### config.mk
export PLATFORM = sky130hd
export DESIGN_NAME = dram_slink_cfg_ctrl
export DESIGN_NICKNAME = d
export VERILOG_FILES = /design/src/rtl/dram_slink_cfg_ctrl_pkg.sv /design/src/rtl/dram_slink_cfg_ctrl.sv
export SDC_FILE = /design/constraint.sdc
export NUM_CORES = 1
export LEC_CHECK = 0
export ABC_CLOCK_PERIOD_IN_PS = 4700
export CAP_MARGIN = 20
export CELL_PAD_IN_SITES_DETAIL_PLACEMENT = 0
export CELL_PAD_IN_SITES_GLOBAL_PLACEMENT = 1
export CORE_ASPECT_RATIO = 0.7
export CORE_MARGIN = 10
export CORE_UTILIZATION = 19
export DETAILED_ROUTE_END_ITERATION = 8
export MAX_ROUTING_LAYER = met4
export PLACE_DENSITY_LB_ADDON = 0.3
export SLEW_MARGIN = 20
export SYNTH_ARGS = -nofsm -noshare
export SYNTH_HDL_FRONTEND = slang
export SYNTH_SLANG_ARGS = --single-unit
### constraint.sdc
create_clock -name clk_i -period 4.7 [get_ports clk_i]
set_input_delay 1.175 -clock clk_i [delete_from_list [all_inputs] [get_ports clk_i]]
set_output_delay 1.175 -clock clk_i [all_outputs]
set_load 0.01 [all_outputs]
### src/rtl/dram_slink_cfg_ctrl_pkg.sv
// dram_slink_cfg_ctrl_pkg: register-interface types and default serial-link CTRL values
package dram_slink_cfg_ctrl_pkg;
  typedef struct packed {
    logic [31:0] addr;
    logic        write;
    logic [31:0] wdata;
    logic [3:0]  wstrb;
    logic        valid;
  } reg_req_t;
  typedef struct packed {
    logic [31:0] rdata;
    logic        error;
    logic        ready;
  } reg_rsp_t;
  localparam logic [31:0] CTRL_ADDR    = 32'h0;
  localparam logic [31:0] ISO_ADDR     = 32'h4;
  localparam logic [31:0] CTRL_RST_VAL = 32'h0000_0301;
  localparam logic [31:0] CTRL_ISO_VAL = 32'h0000_0303;
  localparam logic [31:0] CTRL_RUN_VAL = 32'h0000_0003;
  localparam logic [31:0] ISO_MASK     = 32'h0000_0003;
endpackage

### src/rtl/dram_slink_cfg_ctrl.sv
// dram_slink_cfg_ctrl: DRAM serial-link bring-up sequencer and cfg-port arbiter
module dram_slink_cfg_ctrl #(
  parameter type reg_req_t = dram_slink_cfg_ctrl_pkg::reg_req_t,
  parameter type reg_rsp_t = dram_slink_cfg_ctrl_pkg::reg_rsp_t,
  parameter int unsigned AddrWidth = 32,
  parameter logic [AddrWidth-1:0] CtrlAddr = dram_slink_cfg_ctrl_pkg::CTRL_ADDR,
  parameter logic [AddrWidth-1:0] IsoAddr = dram_slink_cfg_ctrl_pkg::ISO_ADDR,
  parameter logic [31:0] CtrlRstVal = dram_slink_cfg_ctrl_pkg::CTRL_RST_VAL,
  parameter logic [31:0] CtrlIsoVal = dram_slink_cfg_ctrl_pkg::CTRL_ISO_VAL,
  parameter logic [31:0] CtrlRunVal = dram_slink_cfg_ctrl_pkg::CTRL_RUN_VAL,
  parameter logic [31:0] IsoMask = dram_slink_cfg_ctrl_pkg::ISO_MASK,
  parameter int unsigned RstHoldCycles = 16,
  parameter int unsigned PollGap = 8,
  parameter int unsigned MaxPolls = 64,
  parameter logic AutoStart = 1'b1
) (
  input  logic     clk_i,
  input  logic     rst_ni,
  input  logic     start_i,
  input  reg_req_t sw_req_i,
  output reg_rsp_t sw_rsp_o,
  output reg_req_t cfg_req_o,
  input  reg_rsp_t cfg_rsp_i,
  output logic     busy_o,
  output logic     done_o,
  output logic     err_o
);
  import dram_slink_cfg_ctrl_pkg::*;
  typedef enum logic [3:0] {IDLE, WR_RST, HOLD, WR_REL, WR_RUN, RD_ISO, GAP, DONE, ERR} state_e;
  localparam int unsigned CntMax = RstHoldCycles > PollGap ? RstHoldCycles : PollGap;
  localparam int CW = $clog2(CntMax + 1);
  localparam int PW = $clog2(MaxPolls + 1);
  state_e state_q, state_d;
  logic pending_q, pending_d;
  logic [CW-1:0] cnt_q, cnt_d, cnt_inc;
  logic [PW-1:0] polls_q, polls_d, polls_inc;
  logic idle, go, ack, iso_clear;
  reg_req_t fsm_req;
  function automatic reg_req_t acc(input logic w, input logic [AddrWidth-1:0] a, input logic [31:0] d);
    acc = '0;
    acc.addr = a;
    acc.write = w;
    acc.wdata = d;
    acc.wstrb = '1;
    acc.valid = 1'b1;
  endfunction
  assign idle = state_q inside {IDLE, DONE, ERR};
  assign ack = cfg_rsp_i.ready;
  assign go = idle && pending_q && (!sw_req_i.valid || cfg_rsp_i.ready);
  assign iso_clear = ((cfg_rsp_i.rdata & IsoMask) == '0) && !cfg_rsp_i.error;
  assign cnt_inc = cnt_q == CW'(CntMax) ? cnt_q : cnt_q + 1'b1;
  assign polls_inc = polls_q == PW'(MaxPolls) ? polls_q : polls_q + 1'b1;
  assign cfg_req_o = idle ? sw_req_i : fsm_req;
  assign sw_rsp_o = idle ? cfg_rsp_i : '0;
  assign busy_o = !idle;
  assign done_o = state_q == DONE;
  assign err_o = state_q == ERR;
  // next state, hold/gap/poll counters and the FSM-owned cfg access
  always_comb begin
    state_d = state_q;
    cnt_d = cnt_q;
    polls_d = polls_q;
    fsm_req = '0;
    pending_d = idle && !go && (pending_q || start_i);
    case (state_q)
      WR_RST: begin
        fsm_req = acc(1'b1, CtrlAddr, CtrlRstVal);
        cnt_d = '0;
        if (ack) state_d = cfg_rsp_i.error ? ERR : HOLD;
      end
      HOLD: begin
        cnt_d = cnt_inc;
        if (cnt_q == CW'(RstHoldCycles - 1)) state_d = WR_REL;
      end
      WR_REL: begin
        fsm_req = acc(1'b1, CtrlAddr, CtrlIsoVal);
        if (ack) state_d = cfg_rsp_i.error ? ERR : WR_RUN;
      end
      WR_RUN: begin
        fsm_req = acc(1'b1, CtrlAddr, CtrlRunVal);
        if (ack) state_d = cfg_rsp_i.error ? ERR : RD_ISO;
      end
      RD_ISO: begin
        fsm_req = acc(1'b0, IsoAddr, '0);
        cnt_d = '0;
        if (ack) begin
          polls_d = polls_inc;
          state_d = iso_clear ? DONE : polls_inc == PW'(MaxPolls) ? ERR : PollGap == 0 ? RD_ISO : GAP;
        end
      end
      GAP: begin
        cnt_d = cnt_inc;
        if (cnt_q == CW'(PollGap - 1)) state_d = RD_ISO;
      end
      default: begin
        if (go) begin
          state_d = WR_RST;
          polls_d = '0;
        end else if (!idle) state_d = IDLE;
      end
    endcase
  end
  // state and counter registers
  always_ff @(posedge clk_i or negedge rst_ni) begin
    if (!rst_ni) begin
      state_q <= IDLE;
      pending_q <= AutoStart;
      cnt_q <= '0;
      polls_q <= '0;
    end else begin
      state_q <= state_d;
      pending_q <= pending_d;
      cnt_q <= cnt_d;
      polls_q <= polls_d;
    end
  end
endmodule

==> results of run 1 <==
## routing by layer
| layer | global-route usage | wire (um) | vias up |
|---|---|---|---|
| met5 | - | 0 | - |
| met2 | 0.261 | 6050 | 120 |
| met4 | 0.0184 | 93 | 0 |
| met1 | 0.160 | 4430 | 1205 |
| met3 | 0.0720 | 1330 | 4 |
| li1 | - | - | 1348 |
## worst paths after layout
check	slack [ns]	end	startpoint
hold / removal	0.51	pending_q$_DFF_PN1_	pending_q$_DFF_PN1_
min in group asynchronous	1.38	polls_q[4]$_DFFE_PN0P_	rst_ni
setup reg to reg	2.32	state_q[1]$_DFFE_PN0P_	state_q[1]$_DFFE_PN0P_
setup / recovery	0.69	sw_rsp_o[12]	state_q[1]$_DFFE_PN0P_
max in group asynchronous	2.84	state_q[3]$_DFFE_PN0P_	rst_ni
hold reg to reg	0.51	pending_q$_DFF_PN1_	pending_q$_DFF_PN1_
## worst register-to-register path, cell delays in order (launching register included)
cell and delay [ns]:
dfrtp_1 0.72, nor3_1 0.24, a21o_2 0.35, a222oi_1 0.32, buf_4 0.21, nor2_1 0.04
a2111o_1 0.38
## power breakdown
part	switching [mW]	internal (mW)
Clock	0.0572	0.114
Combinational	0.957	1.11
Sequential	0.0937	0.191
Total	1.11	1.41
## cells by family after synthesis
family | after synthesis | synth area share
AOI/OAI and AO/OA | 62 | 0.207
xor gates and xnor gates | 5 | 0.0219
adders and majority gates | 5 | 0.0312
muxes | 1 | 0.00500
DFF | 17 | 0.213
and+or+nand+nor | 157 | 0.454
buffers and inverters | 33 | 0.0681
## flip-flops by register name, summed over array words and instances (netlist names)
signal	count
cnt_q	5
pending_q	1
polls_q	7
state_q	4
## metrics by stage
step | utilization | power [mW]
after CTS | 0.419 | 2.56
after floorplan | - | 1.22
after global routing | 0.419 | 2.72
after detailed placement | 0.411 | 2.37
final | 0.419 | 2.52
after global placement | 0.411 | 2.39
## final cells by class
class	count	area, um^2
clock buffer	3	75.1
timing repair buffer	215	2160
multi-input combinational	230	1440
clock inverter	1	5.00
sequential	17	427
fill	1062	5990
tap	132	165
inverter	14	52.6
## cell usage in the layout (no fill, tap or decap), drive strengths merged, types with 6 or more instances in the layout
cell           count
clkdlybuf4s50    213
dfrtp             16
a31oi              6
nand2             15
nand3              7
a21o               8
o21ai              8
nor2              15
and2              93
inv               14
nor3               6
a21oi             15
nand2b             6
==> metrics.csv, run 1 <==
metric;value;unit
status;finished, final reports clean;
Design Area, Final;4330;um^2
CTS tree;yes;
MaxCap Viol Count;0;
CP endpoint kind;output pin;
post-synthesis sequential area ratio;0.213;
cell count after placement;608;
post-route insts no fill;612;
Setup crit start kind;register;
Initial Util;0.194;
wire per inst;19.5;um
Hold WC Path Type;register to register;
leading cell types by count after synthesis;and2_1, clkbuf_1, dfrtp_1;
Boundary Pins;214;
Post-Synthesis Cell Area;2000;um^2
largest net degree at the start of global routing;83;
Setup Viol. Count Final;0;
crit-path cells;nor3_1 -> a21o_2 -> buf_12 -> and2_1 -> clkdlybuf4s50_1;
Sink Count;17;
# nets final;593;
Stages on worst setup path;5;
max-slew violation count;0;
Peak VDD IR;0.226;mV
syn nets;392;
CTS max path bufs;2;
clk root buf;clkbuf_16;
DRC Markers;0;
top-area cell type share of the netlist area;0.290;
reg2reg path depth;6;
worst path buffer plus inverter count;2;
Largest stage delay, worst path;0.61;ns
initial DRC count;114;
asr flop ratio synth;1.00;
Gate Count Post-Synth;280;
first-pass GRT wire length;17.0;mm
clock skew;0.00216;ns
Layout area overhead;116;%
std cell rows;31;
vias in the first global route;2724;
grt total ovfl;0;
synth warn;0;
cts hold-fix bufs;0;
GRT Util Overall;0.152;
number of flops mapped to enable cells by yosys;0;
endpoints failing hold;0;
cts repair resizes;0;
initial antenna violation count;0;
share of cells above drive strength 1;0.0208;
slowest stage cell, crit path;clkdlybuf4s50_1;
Routed WL;11.9;mm
Syn Area/Cell;7.15;um^2
relative max-transition margin;0.487;
placed inst area;4250;um^2
average vias per placed instance;4.37;
Synth Register Bits;17;
PortBufs;213;
H-tree depth;1;
RSZ-0062 raised after global routing;false;
postcts setup bufs;0;
DP HPWL;10.4;mm
Synth cell types;47;
worst skew pair latency;0.25;ns
routed vias;2677;
Reg clk slew, reported paths;0.05;ns
core area;10300;um^2
Final TNS setup;0;ns
Hold Path Stages;2;
Period Utilization, post-route;0.853;
Post-Place Setup Slack;0.902;ns
WP data arrival;2.83;ns
fmax;250;MHz
Primary FF master, synth;dfrtp_1;
GPL Wtd Cong;0.803;
top-count cell post-synth;and2_1;
Crit Path Max Fanout;82;
kind of critical path;register to output pin;
Worst EP required;3.52;ns
top cell type by total area after synthesis;and2_1;
Inserted Clock Buffers;3;
die area;15100;um^2
Hold Slack;0.514;ns
Die Y;106;um
Die Span X;143;um
Top delay family on crit path;buffers and inverters;
Tightest Pin Transition;0.767;ns
antenna-violating nets left;0;
TritonRoute pass-1 iters;4;
Leak;1.71;nW
ranking of synthesized cells by area;and2_1, dfrtp_1, a21oi_1;
PwrDens;583;nW/um^2
ant diodes;0;
Final min period;4.01;ns
Final WS setup;0.693;ns
(Power assumes the default switching activity.)
==> inputs of run 2 (changes only) <==
--- a/config.mk
+++ b/config.mk
@@ -14,7 +14,7 @@
 export CORE_UTILIZATION = 19
 export DETAILED_ROUTE_END_ITERATION = 8
 export MAX_ROUTING_LAYER = met4
-export PLACE_DENSITY_LB_ADDON = 0.3
+export PLACE_DENSITY_LB_ADDON = 0.1
 export SLEW_MARGIN = 20
 export SYNTH_ARGS = -nofsm -noshare
 export SYNTH_HDL_FRONTEND = slang
==> run 2 against run 1 <==
Largest cell class unchanged. Global-route usage increased by 0.61 points. Routed wire length increased by 1.7%. Flip-flop and latch count unchanged.
==> metrics.csv, run 2 (same netlist as run 1, synthesis figures left out) <==
metric;value;unit
vias in the first global route;2844;
gr busiest metal;met2;
Top delay family on crit path;buffers and inverters;
WP data arrival;2.79;ns
slowest stage cell, crit path;dfrtp_1;
cts repair resizes;0;
most frequent cells in the layout;clkdlybuf4s50_1, and2_1, dfrtp_1;
Sink Count;17;
Tightest Pin Transition;0.805;ns
initial DRC count;164;
# nets final;596;
CTS max path bufs;2;
GR met3 Demand/Resource;0.0614;
Leak;1.72;nW
Final min period;3.96;ns
kind of critical path;register to output pin;
first-pass GRT wire length;17.9;mm
antenna-violating nets left;0;
Die Span X;143;um
relative max-transition margin;0.461;
clk root buf;clkbuf_16;
core area;10300;um^2
Setup crit start kind;register;
GRT Util Overall;0.158;
ant diodes;0;
commonest non-fill, non-tap cell in the layout;clkdlybuf4s50_1;
Design Power;2.55;mW
Setup Viol. Count Final;0;
Largest register FFs;7;
Initial Util;0.194;
std cell rows;31;
Layout area overhead;117;%
CTS tree;yes;
Largest stage delay, worst path;0.64;ns
Die Y;106;um
most flop-heavy register;polls_q;
postcts setup bufs;0;
GR Layer Usage met1;0.180;
fin util;0.421;
area of the multi-input gates;1440;um^2
Post-Place Setup Slack;0.915;ns
Worst EP required;3.52;ns
largest net degree at the start of global routing;41;
initial antenna violation count;0;
post-route insts no fill;615;
endpoints failing hold;0;
Boundary Pins;214;
fmax;252;MHz
status;finished, final reports clean;
Final WS setup;0.740;ns
cell count after placement;611;
Reg clk slew, reported paths;0.05;ns
Routed WL;12.1;mm
Reg area;427;um^2
TritonRoute pass-1 iters;5;
GPL Wtd Cong;0.818;
Inserted Clock Buffers;3;
placed inst area;4270;um^2
CP endpoint kind;output pin;
Design Area, Final;4350;um^2
routed vias;2691;
Hold Slack;0.518;ns
worst path buffer plus inverter count;2;
cts hold-fix bufs;0;
clock skew;0.00265;ns
PortBufs;213;
Crit Path Max Fanout;40;
Final TNS setup;0;ns
share of cells above drive strength 1;0.0248;
Hold WC Path Type;register to register;
DP HPWL;10.5;mm
max-slew violation count;0;
DRC Markers;0;
die area;15100;um^2
Period Utilization, post-route;0.843;
flop2flop setup slack;2.30;ns
grt total ovfl;0;
biggest regs;polls_q x7, cnt_q x5, state_q x4;
# fillers;1018;
wire per inst;19.7;um
Peak VDD IR;0.210;mV
H-tree depth;1;
worst skew pair latency;0.24;ns
M2 GR Usage;0.265;
MaxCap Viol Count;0;
PwrDens;586;nW/um^2
RSZ-0062 raised after global routing;false;
average vias per placed instance;4.38;
crit-path cells;and3b_4 -> a21o_2 -> buf_4 -> and2_1 -> clkdlybuf4s50_1;
[run 2: changes by cell type in the layout (fill, tap and decap cells not counted)]
cell / previous run / this run
buf_4: 1 / 4
clkbuf_1: 0 / 1
clkinv_2: 1 / 0
[run 2: path summary, 6_finish.rpt]
| path | to | cells past startpoint | startpoint |
|---|---|---|---|
| worst max-delay path | sw_rsp_o[17] | 5 | state_q[0]$_DFFE_PN0P_ |
| worst min-delay path | pending_q$_DFF_PN1_ | 2 | pending_q$_DFF_PN1_ |
| worst max register to register | state_q[1]$_DFFE_PN0P_ | 7 | state_q[0]$_DFFE_PN0P_ |
| worst min register to register | pending_q$_DFF_PN1_ | 2 | pending_q$_DFF_PN1_ |
| max in group asynchronous | cnt_q[4]$_DFFE_PN0P_ | 1 | rst_ni |
| min in group asynchronous | polls_q[2]$_DFFE_PN0P_ | 1 | rst_ni |
[run 2: cell type report]
class	count	share of cell area
Multi-Input combinational cell	230	0.332
Sequential cell	17	0.0982
Inverter	14	0.0121
Clock buffer	4	0.0181
Timing Repair Buffer	218	0.502
Tap cell	132	0.0380
[run 2: worst min-delay path, delay by kind of cell, from the launching register on]
| kind | cells | cell delay [ns] |
|---|---|---|
| flip-flops | 1 | 0.37 |
| AND/OR/NAND/NOR | 2 | 0.15 |
[run 2: power by group]
| group | switching, mW | internal [mW] |
|---|---|---|
| sequential | 0.0769 | 0.191 |
| clock | 0.0558 | 0.115 |
| combinational | 0.979 | 1.13 |
| total | 1.11 | 1.44 |
[run 2: per-layer routing]
layer / wire, um / share of wire
met1: 4890 / 0.40
met2: 6030 / 0.50
met3: 1070 / 0.088
met4: 120 / 0.0099
met5: 0 / 0
==> inputs of run 3 (changes only) <==
--- a/config.mk
+++ b/config.mk
@@ -5,13 +5,13 @@
 export SDC_FILE = /design/constraint.sdc
 export NUM_CORES = 1
 export LEC_CHECK = 0
-export ABC_CLOCK_PERIOD_IN_PS = 4700
+export ABC_CLOCK_PERIOD_IN_PS = 3600
 export CAP_MARGIN = 20
 export CELL_PAD_IN_SITES_DETAIL_PLACEMENT = 0
 export CELL_PAD_IN_SITES_GLOBAL_PLACEMENT = 1
 export CORE_ASPECT_RATIO = 0.7
 export CORE_MARGIN = 10
-export CORE_UTILIZATION = 19
+export CORE_UTILIZATION = 16
 export DETAILED_ROUTE_END_ITERATION = 8
 export MAX_ROUTING_LAYER = met4
 export PLACE_DENSITY_LB_ADDON = 0.1
==> constraint.sdc (replaced) <==
create_clock -name clk_i -period 3.6 [get_ports clk_i]
set_input_delay 0.9 -clock clk_i [delete_from_list [all_inputs] [get_ports clk_i]]
set_output_delay 0.9 -clock clk_i [all_outputs]
set_load 0.01 [all_outputs]
==> run 3 against run 2 <==
Cell area is 1.9% higher. Utilization is 6.2 points lower. Total power is 34% higher. Routed wire length is 9.1% higher.
==> metrics.csv, run 3 (same netlist as run 1, synthesis figures left out) <==
metric;value;unit
status;finished, final reports clean;
CTS max path bufs;2;
Design Power;3.41;mW
average vias per placed instance;4.24;
MaxCap Viol Count;0;
flop2flop setup slack;1.33;ns
Largest register FFs;7;
initial DRC count;158;
Top delay family on crit path;buffers and inverters;
Worst EP required;2.70;ns
GR met3 Demand/Resource;0.0805;
fmax;313;MHz
endpoints failing hold;0;
crit-path cells;clkdlybuf4s50_1 -> a21oi_1 -> o32ai_1 -> clkdlybuf4s50_1;
Hold WC Path Type;register to register;
Reg area;427;um^2
clk root buf;clkbuf_16;
commonest non-fill, non-tap cell in the layout;clkdlybuf4s50_1;
CP endpoint kind;output pin;
postcts setup bufs;0;
largest net degree at the start of global routing;66;
Reg clk slew, reported paths;0.05;ns
worst r2r src;polls_q[0]$_DFFE_PN0P_;
most frequent CP cell;clkdlybuf4s50_1;
most frequent cells in the layout;clkdlybuf4s50_1, and2_1, dfrtp_1;
DRC Markers;0;
Tightest Pin Transition;0.835;ns
hold endpoint;pending_q$_DFF_PN1_;
std cell rows;34;
Hold Slack;0.518;ns
kind of critical path;input pin to output pin;
placed inst area;4340;um^2
Layout area overhead;121;%
Boundary Pins;214;
slowest stage cell, crit path;clkdlybuf4s50_1;
Peak VDD IR;0.372;mV
Final min period;3.19;ns
most flop-heavy register;polls_q;
Setup Viol. Count Final;0;
r2r endpoint;state_q[1]$_DFFE_PN0P_;
area of the multi-input gates;1440;um^2
CTS tree;yes;
Inserted Clock Buffers;3;
Largest stage delay, worst path;0.59;ns
max-slew violation count;0;
vias in the first global route;2997;
GRT Util Overall;0.146;
TritonRoute pass-1 iters;4;
Final TNS setup;0;ns
Die Span X;154;um
Leak;1.75;nW
Hold Path Stages;2;
Routed WL;13.2;mm
RSZ-0062 raised after global routing;false;
Design Area, Final;4430;um^2
M2 GR Usage;0.241;
worst skew pair latency;0.25;ns
Hold Path Origin;pending_q$_DFF_PN1_;
GR Layer Usage met1;0.156;
DP HPWL;11.5;mm
Crit Path Max Fanout;2;
routed vias;2766;
share of cells above drive strength 1;0.0348;
initial antenna violation count;3;
Initial Util;0.162;
# fillers;1302;
GPL Wtd Cong;0.816;
Sink Count;17;
reg2reg path depth;7;
biggest regs;polls_q x7, cnt_q x5, state_q x4;
cts hold-fix bufs;0;
first-pass GRT wire length;19.0;mm
cts repair resizes;0;
die area;17500;um^2
PwrDens;770;nW/um^2
core area;12300;um^2
gr busiest metal;met2;
antenna-violating nets left;0;
grt total ovfl;0;
worst path buffer plus inverter count;2;
clock skew;0.00389;ns
wire per inst;20.2;um
# nets final;601;
PortBufs;213;
H-tree depth;1;
Die Y;114;um
relative max-transition margin;0.441;
Setup crit start kind;input pin;
WP data arrival;2.29;ns
Period Utilization, post-route;0.886;
-- run 3: cell types whose count changed in the layout (fill, tap and decap cells not counted) --
cell	change
buf_4	+5
diode_2	+3
-- run 3: where the power goes --
group,switching (mW),internal [mW]
registers,0.0629,0.251
clock network,0.0754,0.150
logic,1.36,1.51
total,1.50,1.91
-- run 3: worst max-delay path by stage --
stage                                       from       endpoint  slack (ns)  cells past startpoint
after floorplan           state_q[0]$_DFFE_PN0P_   sw_rsp_o[13]        1.05                      6
after global placement               sw_req_i[6]   cfg_req_o[6]        0.42                      5
after detailed placement            sw_req_i[37]  cfg_req_o[37]        0.41                      4
after CTS                 state_q[0]$_DFFE_PN0P_   cfg_req_o[8]        0.36                      5
after global routing      state_q[0]$_DFFE_PN0P_   cfg_req_o[8]        0.27                      5
final                                sw_req_i[5]   cfg_req_o[5]        0.41                      4
-- run 3: metrics by stage --
step	instances	util	setup slack, ns
after floorplan	280	-	1.05
after global placement	646	0.352	0.422
after detailed placement	646	0.352	0.414
after CTS	650	0.358	0.358
after global routing	653	0.359	0.271
final	653	0.359	0.410
-- run 3: worst min-delay path, cell delays in order (launching register included) --
cell	delay, ns
dfstp_2	0.37
nor2_1	0.09
nor3_1	0.05
-- run 3: metal layers --
metal	part of all wire	routed length (um)
met5	0	0
met4	0.0030	40
met3	0.12	1550
met2	0.49	6480
met1	0.39	5140
-- run 3: layout make-up --
cell class	instances	share of cell area
antenna	3	0.00169
inverter	14	0.0119
tap	162	0.0458
sequential	17	0.0963
timing repair buffer	223	0.501
clock buffer	4	0.0178
multi-input combinational	230	0.325
